[config.mk]
export PLATFORM = sky130hd
export DESIGN_NAME = neuron_input_streamer
export DESIGN_NICKNAME = d
export VERILOG_FILES = /design/src/rtl/neuron_input_streamer_pkg.sv /design/src/rtl/neuron_beat_counter.sv /design/src/rtl/neuron_input_streamer.sv
export SDC_FILE = /design/constraint.sdc
export NUM_CORES = 1
export LEC_CHECK = 0
export BUFFER_PORTS_ARGS = -buffer_cell sky130_fd_sc_hd__buf_2
export CELL_PAD_IN_SITES_DETAIL_PLACEMENT = 1
export CELL_PAD_IN_SITES_GLOBAL_PLACEMENT = 1
export CORE_UTILIZATION = 30
export CTS_CLUSTER_DIAMETER = 100
export DETAILED_ROUTE_END_ITERATION = 12
export PLACE_DENSITY = 0.71
export SYNTH_ARGS = -nofsm -noshare
export SYNTH_HDL_FRONTEND = slang
export SYNTH_HIERARCHICAL = 1
export SYNTH_SLANG_ARGS = --single-unit
[constraint.sdc]
create_clock -name clk -period 4 [get_ports clk]
set_input_delay 0 -clock clk [delete_from_list [all_inputs] [get_ports clk]]
set_output_delay 0 -clock clk [all_outputs]
set_load 0.03 [all_outputs]
[src/rtl/neuron_input_streamer_pkg.sv]
// Shared types and helpers for the neuron input streamer and the neuron processor.
// Holds the beat-count helper, the streamer FSM state type and the threshold width default.
package neuron_input_streamer_pkg;

    localparam int THRESH_W_DEFAULT = 32;

    typedef enum logic [1:0] {
        IDLE   = 2'd0,
        STREAM = 2'd1,
        DRAIN  = 2'd2
    } streamer_state_t;

    function automatic int beats_f(input int num_inputs, input int parallel_inputs);
        return (num_inputs + parallel_inputs - 1) / parallel_inputs;
    endfunction

    // Index width that never collapses to zero bits for single-entry ranges.
    function automatic int idx_width_f(input int n);
        return (n > 1) ? $clog2(n) : 1;
    endfunction

endpackage

[src/rtl/neuron_beat_counter.sv]
// Nested beat/neuron counter with a flat weight address that tracks neuron*BEATS+beat.
// Advances once per issued weight read and wraps to zero after the final beat of the final neuron.
module neuron_beat_counter #(
    parameter int BEATS       = 2,
    parameter int NUM_NEURONS = 4,
    parameter int BEAT_W      = 1,
    parameter int NEURON_W    = 2,
    parameter int ADDR_W      = 3
) (
    input  logic                clk,
    input  logic                rst_n,
    input  logic                clear,
    input  logic                advance,
    output logic [BEAT_W-1:0]   beat,
    output logic [NEURON_W-1:0] neuron,
    output logic [ADDR_W-1:0]   addr,
    output logic                first_beat,
    output logic                last_beat,
    output logic                last_neuron
);

    logic [BEAT_W-1:0]   beat_reg;
    logic [NEURON_W-1:0] neuron_reg;
    logic [ADDR_W-1:0]   addr_reg;

    assign first_beat  = (beat_reg == '0);
    assign last_beat   = (beat_reg == BEAT_W'(BEATS - 1));
    assign last_neuron = (neuron_reg == NEURON_W'(NUM_NEURONS - 1));

    assign beat   = beat_reg;
    assign neuron = neuron_reg;
    assign addr   = addr_reg;

    always_ff @(posedge clk or negedge rst_n) begin
        if (!rst_n) begin
            beat_reg   <= '0;
            neuron_reg <= '0;
            addr_reg   <= '0;
        end else if (clear) begin
            beat_reg   <= '0;
            neuron_reg <= '0;
            addr_reg   <= '0;
        end else if (advance) begin
            if (last_beat) begin
                beat_reg <= '0;
                if (last_neuron) begin
                    neuron_reg <= '0;
                    addr_reg   <= '0;
                end else begin
                    neuron_reg <= neuron_reg + NEURON_W'(1);
                    addr_reg   <= addr_reg + ADDR_W'(1);
                end
            end else begin
                beat_reg <= beat_reg + BEAT_W'(1);
                addr_reg <= addr_reg + ADDR_W'(1);
            end
        end
    end

endmodule

[src/rtl/neuron_input_streamer.sv]
// Captures one activation vector and replays it once per neuron alongside that neuron's weights.
// Define NEURON_STREAMER_GAP_EN to insert one idle cycle after every eof beat.
module neuron_input_streamer
    import neuron_input_streamer_pkg::*;
#(
    parameter int PARALLEL_INPUTS = 1,
    parameter int NUM_INPUTS      = 2,
    parameter int NUM_NEURONS     = 4,
    parameter int THRESH_W        = THRESH_W_DEFAULT,
    localparam int BEATS          = beats_f(NUM_INPUTS, PARALLEL_INPUTS),
    localparam int BEAT_W         = idx_width_f(BEATS),
    localparam int NEURON_W       = idx_width_f(NUM_NEURONS),
    localparam int ADDR_W         = idx_width_f(NUM_NEURONS * BEATS)
) (
    input  logic                       clk,
    input  logic                       rst_n,
    input  logic                       start_valid,
    output logic                       start_ready,
    input  logic [NUM_INPUTS-1:0]      x_vec,
    output logic                       w_rd_en,
    output logic [ADDR_W-1:0]          w_rd_addr,
    input  logic [PARALLEL_INPUTS-1:0] w_rd_data,
    output logic                       th_rd_en,
    output logic [NEURON_W-1:0]        th_rd_addr,
    input  logic [THRESH_W-1:0]        th_rd_data,
    output logic [PARALLEL_INPUTS-1:0] x,
    output logic [PARALLEL_INPUTS-1:0] w,
    output logic [THRESH_W-1:0]        threshold,
    output logic                       valid_in,
    output logic                       eof,
    output logic                       busy,
    output logic                       done
);

`ifdef NEURON_STREAMER_GAP_EN
    localparam logic       GAP_EN     = 1'b1;
    localparam logic [1:0] DRAIN_LAST = 2'd2;
`else
    localparam logic       GAP_EN     = 1'b0;
    localparam logic [1:0] DRAIN_LAST = 2'd1;
`endif

    localparam int XPAD_W = BEATS * PARALLEL_INPUTS;

    streamer_state_t state_reg, state_next;
    logic            gap_reg, gap_next;
    logic [1:0]      drain_cnt_reg, drain_cnt_next;
    logic            done_reg, done_next;
    logic            start_ready_reg;
    logic [NUM_INPUTS-1:0] x_vec_reg;

    logic rd_issue;
    logic capture;
    logic cnt_clear;

    logic [BEAT_W-1:0]   cnt_beat;
    logic [NEURON_W-1:0] cnt_neuron;
    logic [ADDR_W-1:0]   cnt_addr;
    logic                cnt_first, cnt_last_beat, cnt_last_neuron;

    // Stage 1: read in flight, memory data is valid while these are set.
    logic              valid1_reg, first1_reg, last1_reg;
    logic [BEAT_W-1:0] beat1_reg;

    // Stage 2: registered outputs.
    logic [PARALLEL_INPUTS-1:0] x_reg, w_reg;
    logic [THRESH_W-1:0]        thr_reg;
    logic                       valid_reg, eof_reg;

    logic [XPAD_W-1:0]          x_pad;
    logic [PARALLEL_INPUTS-1:0] pad_mask;
    logic [PARALLEL_INPUTS-1:0] x_sel;
    logic [PARALLEL_INPUTS-1:0] w_beat;

    neuron_beat_counter #(
        .BEATS       (BEATS),
        .NUM_NEURONS (NUM_NEURONS),
        .BEAT_W      (BEAT_W),
        .NEURON_W    (NEURON_W),
        .ADDR_W      (ADDR_W)
    ) u_counter (
        .clk         (clk),
        .rst_n       (rst_n),
        .clear       (cnt_clear),
        .advance     (rd_issue),
        .beat        (cnt_beat),
        .neuron      (cnt_neuron),
        .addr        (cnt_addr),
        .first_beat  (cnt_first),
        .last_beat   (cnt_last_beat),
        .last_neuron (cnt_last_neuron)
    );

    always_comb begin
        state_next     = state_reg;
        gap_next       = 1'b0;
        drain_cnt_next = '0;
        done_next      = 1'b0;
        rd_issue       = 1'b0;
        capture        = 1'b0;
        cnt_clear      = 1'b0;
        case (state_reg)
            IDLE: begin
                cnt_clear = 1'b1;
                if (start_valid && start_ready_reg) begin
                    capture    = 1'b1;
                    state_next = STREAM;
                end
            end
            STREAM: begin
                rd_issue = !gap_reg;
                if (rd_issue && cnt_last_beat) begin
                    if (cnt_last_neuron) begin
                        state_next = DRAIN;
                    end else begin
                        gap_next = GAP_EN;
                    end
                end
            end
            DRAIN: begin
                // Wait for the final beat (and its trailing gap, if enabled) to leave the pipeline.
                if (drain_cnt_reg == DRAIN_LAST) begin
                    state_next = IDLE;
                    done_next  = 1'b1;
                end else begin
                    drain_cnt_next = drain_cnt_reg + 2'd1;
                end
            end
            default: state_next = IDLE;
        endcase
    end

    always_ff @(posedge clk or negedge rst_n) begin
        if (!rst_n) begin
            state_reg       <= IDLE;
            gap_reg         <= 1'b0;
            drain_cnt_reg   <= '0;
            done_reg        <= 1'b0;
            start_ready_reg <= 1'b0;
            x_vec_reg       <= '0;
        end else begin
            state_reg       <= state_next;
            gap_reg         <= gap_next;
            drain_cnt_reg   <= drain_cnt_next;
            done_reg        <= done_next;
            start_ready_reg <= (state_next == IDLE);
            if (capture) begin
                x_vec_reg <= x_vec;
            end
        end
    end

    genvar gi;
    generate
        for (gi = 0; gi < XPAD_W; gi++) begin : g_xpad
            if (gi < NUM_INPUTS) begin : g_act
                assign x_pad[gi] = x_vec_reg[gi];
            end else begin : g_zero
                assign x_pad[gi] = 1'b0;
            end
        end
        for (gi = 0; gi < PARALLEL_INPUTS; gi++) begin : g_mask
            // Padded lanes carry w=1 against x=0 so their XNOR adds nothing to the popcount.
            assign pad_mask[gi] = (((BEATS - 1) * PARALLEL_INPUTS + gi) >= NUM_INPUTS);
        end
    endgenerate

    always_comb begin
        x_sel = '0;
        for (int b = 0; b < BEATS; b++) begin
            if (beat1_reg == BEAT_W'(b)) begin
                x_sel = x_pad[b*PARALLEL_INPUTS +: PARALLEL_INPUTS];
            end
        end
    end

    assign w_beat = w_rd_data | (last1_reg ? pad_mask : '0);

    always_ff @(posedge clk or negedge rst_n) begin
        if (!rst_n) begin
            valid1_reg <= 1'b0;
            first1_reg <= 1'b0;
            last1_reg  <= 1'b0;
            beat1_reg  <= '0;
            valid_reg  <= 1'b0;
            eof_reg    <= 1'b0;
            x_reg      <= '0;
            w_reg      <= '0;
            thr_reg    <= '0;
        end else begin
            valid1_reg <= rd_issue;
            first1_reg <= cnt_first;
            last1_reg  <= cnt_last_beat;
            beat1_reg  <= cnt_beat;
            valid_reg  <= valid1_reg;
            eof_reg    <= valid1_reg && last1_reg;
            if (valid1_reg) begin
                x_reg <= x_sel;
                w_reg <= w_beat;
            end
            if (valid1_reg && first1_reg) begin
                thr_reg <= th_rd_data;
            end
        end
    end

    assign start_ready = start_ready_reg;
    assign w_rd_en     = rd_issue;
    assign w_rd_addr   = cnt_addr;
    assign th_rd_en    = rd_issue && cnt_first;
    assign th_rd_addr  = cnt_neuron;
    assign x           = x_reg;
    assign w           = w_reg;
    assign threshold   = thr_reg;
    assign valid_in    = valid_reg;
    assign eof         = eof_reg;
    assign busy        = (state_reg != IDLE);
    assign done        = done_reg;

endmodule
==> impl_metrics.json <==
{
  "worst_pin_slew_ns": 0.662,
  "wl_per_cell_um": 14.0,
  "synth_area_mm2": 0.00208,
  "cts_setup_buffers": 0,
  "finalWirelength_um": 4810,
  "fin_nets": 305,
  "endpoint_kind": "output port",
  "met3_usage": 0.0331,
  "swShare": 0.417,
  "start_util": 0.318,
  "critPathSlowestCell": "dfrtp_1",
  "avgSynthCellArea_um2": 14.7,
  "rows": 29,
  "dr_total_vias": 1530,
  "power.switching_uw": 1120,
  "ys_seq_elements": 54,
  "status": "completed",
  "leakagePower_uw": 0.00148,
  "cts_num_sinks": 54,
  "worst-path-max-fanout": 11,
  "final.min_clock_period_ns": 1.50,
  "fillCellCount": 701,
  "final_common_cell": "buf_2",
  "path_class": "reg2out",
  "antenna_found_initial": 0,
  "min_path_type": "in2async",
  "ys_types": 27,
  "critPathLaunchType": "flop",
  "path_clk_slew_ns": 0.09,
  "yosysWarnings": 6,
  "grt.met2_usage": 0.249,
  "path_cells": "and2b_2 > and2_1 > buf_2",
  "async_flop_share": 1.00,
  "cap_violations": 0,
  "required_ns": 4.00,
  "hold_violations": 0,
  "gp_congestion": 0.758,
  "overflow": 0,
  "finalSetupTns_ns": 0,
  "core_area_mm2": 0.00653,
  "grt_max_degree": 55,
  "rsz0062_at_grt": "no",
  "pwr-share-clk": 0.162,
  "grt_pass1_wl_um": 7850,
  "drt_first_iter_violations": 41,
  "fin_crit_sh": 0.374,
  "grt_use_total": 0.139,
  "yosysSeqAreaShare": 0.651,
  "dpl.hpwl_um": 2940,
  "drt.antenna.violating_nets": 0,
  "fin_skew_ns": 0.00616,
  "fin_util": 0.472,
  "cp_data_arrival_time_ns": 1.50,
  "root_buffer": "clkbuf_8",
  "synth_edf_count": 0,
  "irDropWorstVdd_v": 0.000355,
  "n_antenna_cell": 0,
  "cts_buffers": 5,
  "finalSetupViolCount": 0,
  "power_frac_comb": 0.484,
  "largest_reg_flops": 32,
  "drt-vias-per-instance": 4.46,
  "synthFlopType": "dfrtp_1",
  "cts_tree": "yes",
  "fp.dieH_um": 85.2,
  "mostFrequentLayoutCells": "buf_2 (83), dfrtp_1 (54), dlygate4sd3_1 (37)",
  "die_x_um": 85.2,
  "fmax_ghz": 0.668,
  "port_buffers": 83,
  "grt_busiest_layer": "met2",
  "worstSkewPairLatency_ns": 0.30,
  "syn_inst": 141,
  "grt_pass1_vias": 1674,
  "drive_gt1_frac": 0.492,
  "drv_slew": 0,
  "met1_usage": 0.166,
  "firstDrtPassIters": 2,
  "drc": 0,
  "ioPinCount": 84,
  "dieArea_mm2": 0.00726,
  "ctsLongestPathBuffers": 2,
  "powerDensity_mw_per_mm2": 874,
  "critPathMaxStageDelay_ns": 0.45,
  "synthToLayoutAreaGrowth_pct": 48.4,
  "p_seq_frac": 0.353,
  "relSlewSlack": 0.559,
  "power.internal_uw": 1570,
  "syn_nets": 181,
  "htree_levels": 2
}
[power groups by stage]
stage,sequential [uW],combinational (uW),clock [uW]
floorplan,1370,519,0
global route,988,1390,476
finish,952,1300,437
global placement,944,1270,0
CTS,946,1320,457
detailed placement,959,1280,0
[final timing paths]
check                                       from               end  slack [ns]  depth (start not counted)
min in group clk                drain_cnt_reg[0]  drain_cnt_reg[0]        0.45                          1
worst max-delay path                state_reg[1]          th_rd_en        2.50                          3
worst max register to register      state_reg[1]          x_pad[0]        2.55                          4
max in group asynchronous                  rst_n      state_reg[0]        3.20                          3
worst min register to register  drain_cnt_reg[0]  drain_cnt_reg[0]        0.45                          1
worst min-delay path                       rst_n     threshold[12]        0.35                          3
[cell families after synthesis]
family	Yosys count	synth area share
flip-flops	54	0.651
adder cells (fa/ha/maj)	2	0.0120
AO/OA/AOI/OAI	9	0.0235
AND/OR/NAND/NOR	30	0.0819
XOR/XNOR	1	0.00422
buffers and inverters	7	0.0199
multiplexers	38	0.208
[per-layer routing]
metal / vias up / part of all wire / wire, um
met1: 737 / 0.43 / 2050
li1: 730 / - / -
met5: - / 0 / 0
met3: 6 / 0.059 / 282
met4: 0 / 0.012 / 60
met2: 57 / 0.50 / 2410
[cell usage after synthesis (all sizes together) (2+ instances only)]
cell type	count	area, um2
a21oi	6	30.0
and2	3	18.8
buf	5	33.8
dfrtp	54	1350
ha	2	25.0
inv	2	7.50
mux2	35	402
mux2i	3	30.0
nand2	6	25.0
nand2b	4	25.0
nand3	3	15.0
nand3b	3	22.5
nor2	7	26.3
[through the flow]
step           cell area [um2]  total power [uW]  hold WS [ns]  std cells  worst slack (ns)
4_1_cts                   3080              2720         0.368        343              2.48
5_1_grt                   3080              2860         0.426        343              2.41
3_5_place_dp              2570              2240         0.173        298              2.55
2_1_floorplan             2080              1890        -0.296        141              2.57
6_report                  3080              2690         0.353        343              2.50
3_3_place_gp              2570              2210         0.171        298              2.59
[cell type report]
cell class	instances	area (um2)	area share
sequential	54	1350	0.438
timing repair buffer	122	801	0.260
multi-input combinational	80	684	0.222
tap	77	96.3	0.0312
clock buffer	6	82.6	0.0268
clock inverter	2	60.1	0.0195
inverter	2	7.51	0.00244
[critical path: cells and delay by family (launching register included)]
kind                   cells  cell delay [ns]
DFF                        1             0.45
buffers and inverters      1             0.20
and+or+nand+nor            2             0.55
[timing repair]
action | CTS | global route
hold endpoints to repair | 90 | 0
setup endpoints to repair | 0 | 0
gates resized for setup | 0 | 0
hold buffers | 37 | 0
Power figures use the tool's default switching activity.
